<file path="src/rtl/fpu_result_arbiter.sv">
// ---------------------------------------------------------------------------
// fpu_result_arbiter
//
// Purpose:
//   Two FPU writeback sources share the single CORE-V-XIF result interface:
//     - EX: the arithmetic pipeline
//     - LS: the load path
//   A round-robin arbiter picks one source. The winner's payload goes into a
//   one-entry output register, which drives result_* under valid/ready rules.
//
// Ports:
//   ck, rst                    clock (rising edge), async active-low reset
//   enable                     0 blocks new grants; the output register can still drain
//   ex_valid/ex_ready          EX source handshake
//   ex_id/ex_data/ex_rd/ex_we  EX payload
//   ls_valid/ls_ready          LS source handshake
//   ls_id/ls_data/ls_rd/ls_we  LS payload
//   result_valid/result_ready  XIF result handshake
//   result_id/data/rd/we       registered result payload
//
// Round-robin pointer (last_grant):
//   state  | meaning
//   SRC_EX | EX won the most recent grant; LS wins the next contention
//   SRC_LS | LS won the most recent grant (or reset); EX wins the next contention
// ---------------------------------------------------------------------------
module fpu_result_arbiter #(
    parameter int X_ID_WIDTH = 4,
    parameter int FLEN       = 32
) (
    input  logic                  ck,
    input  logic                  rst,
    input  logic                  enable,

    input  logic                  ex_valid,
    output logic                  ex_ready,
    input  logic [X_ID_WIDTH-1:0] ex_id,
    input  logic [FLEN-1:0]       ex_data,
    input  logic [4:0]            ex_rd,
    input  logic                  ex_we,

    input  logic                  ls_valid,
    output logic                  ls_ready,
    input  logic [X_ID_WIDTH-1:0] ls_id,
    input  logic [FLEN-1:0]       ls_data,
    input  logic [4:0]            ls_rd,
    input  logic                  ls_we,

    output logic                  result_valid,
    input  logic                  result_ready,
    output logic [X_ID_WIDTH-1:0] result_id,
    output logic [FLEN-1:0]       result_data,
    output logic [4:0]            result_rd,
    output logic                  result_we
);

    typedef enum logic {
        SRC_EX = 1'b0,
        SRC_LS = 1'b1
    } src_t;

    src_t last_grant;

    logic can_load;
    logic grant_ex;
    logic grant_ls;

    // The output register may take a new entry when it is empty, or when it
    // drains in this same cycle. The same-cycle drain gives back-to-back
    // results with no bubble.
    assign can_load = enable && (!result_valid || result_ready);

    always_comb begin
        grant_ex = 1'b0;
        grant_ls = 1'b0;
        if (can_load) begin
            if (ex_valid && ls_valid) begin
                // On contention, the source that did not win last time wins now.
                grant_ex = (last_grant == SRC_LS);
                grant_ls = (last_grant == SRC_EX);
            end else begin
                grant_ex = ex_valid;
                grant_ls = ls_valid;
            end
        end
    end

    // The readys are gated by the raw reset. A source therefore never sees
    // a handshake while reset is held, even if it presents valid throughout.
    assign ex_ready = rst && grant_ex;
    assign ls_ready = rst && grant_ls;

    always_ff @(posedge ck or negedge rst) begin
        if (!rst) begin
            result_valid <= 1'b0;
            result_id    <= '0;
            result_data  <= '0;
            result_rd    <= '0;
            result_we    <= 1'b0;
            last_grant   <= SRC_LS;
        end else if (grant_ex) begin
            result_valid <= 1'b1;
            result_id    <= ex_id;
            result_data  <= ex_data;
            result_rd    <= ex_rd;
            result_we    <= ex_we;
            last_grant   <= SRC_EX;
        end else if (grant_ls) begin
            result_valid <= 1'b1;
            result_id    <= ls_id;
            result_data  <= ls_data;
            result_rd    <= ls_rd;
            result_we    <= ls_we;
            last_grant   <= SRC_LS;
        end else if (result_valid && result_ready) begin
            // A drain with nothing to replace the entry. The payload is left
            // as is, since it is don't-care once valid drops.
            result_valid <= 1'b0;
        end
    end

endmodule

</file>
<file path="config.mk">
export PLATFORM = sky130hd
export DESIGN_NAME = fpu_result_arbiter
export DESIGN_NICKNAME = d
export VERILOG_FILES = /design/src/rtl/fpu_result_arbiter.sv
export SDC_FILE = /design/constraint.sdc
export NUM_CORES = 1
export LEC_CHECK = 0
export CAP_MARGIN = 25
export CELL_PAD_IN_SITES_DETAIL_PLACEMENT = 0
export CELL_PAD_IN_SITES_GLOBAL_PLACEMENT = 1
export CORE_ASPECT_RATIO = 1.25
export CORE_UTILIZATION = 31
export CTS_BUF_LIST = sky130_fd_sc_hd__clkbuf_16
export CTS_CLUSTER_DIAMETER = 80
export DETAILED_ROUTE_END_ITERATION = 8
export HOLD_SLACK_MARGIN = 0.08
export PLACE_DENSITY = 0.86
export SYNTH_ARGS = -nofsm -noshare
export SYNTH_HDL_FRONTEND = slang
export SYNTH_SLANG_ARGS = --single-unit
</file>
<file path="constraint.sdc">
create_clock -name ck -period 4.06 [get_ports ck]
set_input_delay 0.609 -clock ck [delete_from_list [all_inputs] [get_ports ck]]
set_output_delay 0.609 -clock ck [all_outputs]
set_load 0.01 [all_outputs]
</file>
==> flow_metrics.env <==
export IMPL_status="complete, no violations"
export IMPL_cts_path_max_buffers=2
export IMPL_remaining_drc_errors=0
export IMPL_yosysSeqAreaShare=0.4005
export IMPL_die_h_um=107.4
export IMPL_syn_num_nets=404
export IMPL_drt_wl_total_um=8419
export IMPL_cp_slowest_cell="clkdlybuf4s50_1"
export IMPL_die_w_um=86.28
export IMPL_ys_seq_elements=44
export IMPL_clk_latency_ns=0.28
export IMPL_worstHoldPathType="in -> async"
export IMPL_timing_final_crit_share=0.7688
export IMPL_rsz0062_at_grt="no"
export IMPL_routed_via_density=5.543
export IMPL_grtUsageTotal=0.1824
export IMPL_antenna_found_initial=0
export IMPL_cts_sinks=44
export IMPL_stdcell_count=538
export IMPL_slowest_delay_ns=0.63
export IMPL_die_area_mm2=0.009263
export IMPL_root_buffer="clkbuf_16"
export IMPL_synth_avg_cell_area_um2=8.766
export IMPL_hold_violations=0
export IMPL_cts_setup_buffers=0
export IMPL_endpoint_kind="primary output"
export IMPL_ys_types=23
export IMPL_syn_to_final_growth_pct=52.41
export IMPL_drtIter0Drc=139
export IMPL_maxCapViolations=0
export IMPL_reg2reg_slack_ns=1.98
export IMPL_path_cells="clkdlybuf4s50_1 -> nor2b_4 -> buf_4 -> nor4_1 -> clkdlybuf4s50_1"
export IMPL_numCtsBuffers=5
export IMPL_crit_required_ns=3.45
export IMPL_core_area_mm2=0.008653
export IMPL_max_slew_margin=0.4967
export IMPL_r2r_end="result_data[13]"
export IMPL_start_util=0.3181
export IMPL_fmaxAchievable_mhz=320.4
export IMPL_antennaDiodeCount=0
export IMPL_overflow=0
export IMPL_syn_inst=314
export IMPL_rr_startpoint="result_valid"
export IMPL_dr_pass1_iters=4
export IMPL_grt_max_degree=86
export IMPL_gr_usage_met3=0.03451
export IMPL_clkTransAtPathRegs_ns=0.06
export IMPL_tightest_slew_ns=0.7549
export IMPL_place_congestion=0.7034
export IMPL_power_density_mw_per_mm2=439.0
export IMPL_path_common_cell="clkdlybuf4s50_1"
export IMPL_reg2reg_depth=5
export IMPL_finalMaxSlewViolations=0
export IMPL_cts_tree="yes"
export IMPL_use_met2=0.3022
export IMPL_rows=38
export IMPL_grt_pass1_wl_um=13590
export IMPL_crit_type="in -> out"
export IMPL_dp_cells=530
export IMPL_met1_usage=0.2388
export IMPL_vdd_drop_max_uv=181.8
export IMPL_hold_buffers=0
export IMPL_cp_arrival_ns=2.51
export IMPL_grt_busiest_layer="met2"
export IMPL_cp_start_kind="input port"
export IMPL_nets=507
export IMPL_setup_viol=0
export IMPL_postCtsResizedCells=0
export IMPL_grt_pass1_vias=2762
export IMPL_fin_skew_ns=0.005474
export IMPL_p_leak_nw=1.638
export IMPL_postRouteAntennaNets=0
export IMPL_io_pin_count=135
export IMPL_wire_per_inst_um=15.65
export IMPL_layout_drive_gt1_share=0.05024
export IMPL_port_buffers=134
export IMPL_dp_hpwl_um=5120
export IMPL_htreeDepth=2
export IMPL_period_minus_slack_ns=3.121
export IMPL_cp_max_fo=54
export IMPL_yosys_warnings=0
export IMPL_vias=2982
export IMPL_netlist_area_mm2=0.002753
export IMPL_setup_tns_ns=0
## power breakdown
group	leakage [nW]	switching [mW]	internal [mW]	total, mW
clock	0.0738	0.161	0.222	0.382
sequential	0.510	0.0823	0.581	0.664
combinational	1.05	0.359	0.437	0.796
## through the flow
step           worst slack (ns)  instance area [um^2]  hold slack [ns]    util  power, mW
6_report                 0.9387                  4195           0.4311  0.4848      1.842
5_1_grt                  0.9103                  4195           0.4934  0.4848      1.954
4_1_cts                  0.9289                  4195           0.4574  0.4848      1.865
3_5_place_dp             0.9551                  4059           0.5163  0.4691      1.471
3_3_place_gp             0.9171                  4059           0.4925  0.4691      1.454
2_1_floorplan             1.814                  2753           0.3134       -      1.035
## cells by family (layout without fill, tap and decap cells)
family / count (synthesis) / after routing / share of synthesized area
flip-flops: 44 / 44 / 0.4005
buffers and inverters: 90 / 194 / 0.1514
AND/OR/NAND/NOR: 93 / 93 / 0.2300
AO/OA/AOI/OAI: 87 / 87 / 0.2182
## cells in the final DEF, fill, tap and decap left out
master	n
clkdlybuf4s50_1	133
inv_1	45
nor4_1	43
dfrtp_1	43
o31ai_1	42
or4_1	42
a31oi_1	42
buf_4	8
clkbuf_16	5
nor2b_4	2
nand2_2	1
or3_2	1
nor2_1	1
inv_2	1
a21bo_2	1
nand2b_1	1
o211ai_1	1
o21ai_0	1
nand3_1	1
nand2_1	1
clkinv_1	1
buf_2	1
dfstp_2	1
## routing by layer
layer | vias to the layer above | part of all wire
li1 | 1421 | -
met1 | 1450 | 0.43
met2 | 103 | 0.50
met3 | 8 | 0.054
met4 | 0 | 0.012
met5 | - | 0
## registers in the layout, summed over array words and instances, names as in the netlist
register / flops
last_grant: 1
result_data: 32
result_id: 4
result_rd: 5
result_valid: 1
result_we: 1
## Yosys cell counts
master    instances  area [um^2]
dfstp_2           1        26.28
or4_1            42        315.3
nor2b_1           1        6.260
buf_2             6        30.03
nand3_1           1        5.000
nor2_1            1        3.750
o31ai_1          42        315.3
clkbuf_1         26        97.59
buf_1             4        15.01
nand2_1           2        7.510
nand2b_1          1        6.260
o211ai_1          1        7.510
a31oi_1          42        262.8
buf_6             9        101.4
dfrtp_1          43         1076
buf_4             1        7.510
nor2b_4           1        13.76
nor4_1           43        269.0
inv_2             1        3.750
or3_1             1        6.260
o21ai_0           1        5.000
a21bo_2           1        10.01
inv_1            43        161.4
## worst max path at each step
stage | start | to
6_report | result_ready | ls_ready
5_1_grt | result_ready | ls_ready
4_1_cts | result_ready | ls_ready
3_5_place_dp | result_ready | ls_ready
3_3_place_gp | result_ready | ls_ready
2_1_floorplan | ls_valid | ex_ready
## final cells by class
class / instances / area [um^2]
fill: 872 / 4458
sequential: 44 / 1102
timing repair buffer: 142 / 1396
tap: 120 / 150.1
inverter: 44 / 165.2
clock inverter: 3 / 11.26
multi-input combinational: 180 / 1245
clock buffer: 5 / 125.1
## critical path: cells and delay by family
family	cells	cell delay, ns
buffers and inverters	3	1.42
and+or+nand+nor	2	0.49
(Power assumes the default switching activity.)
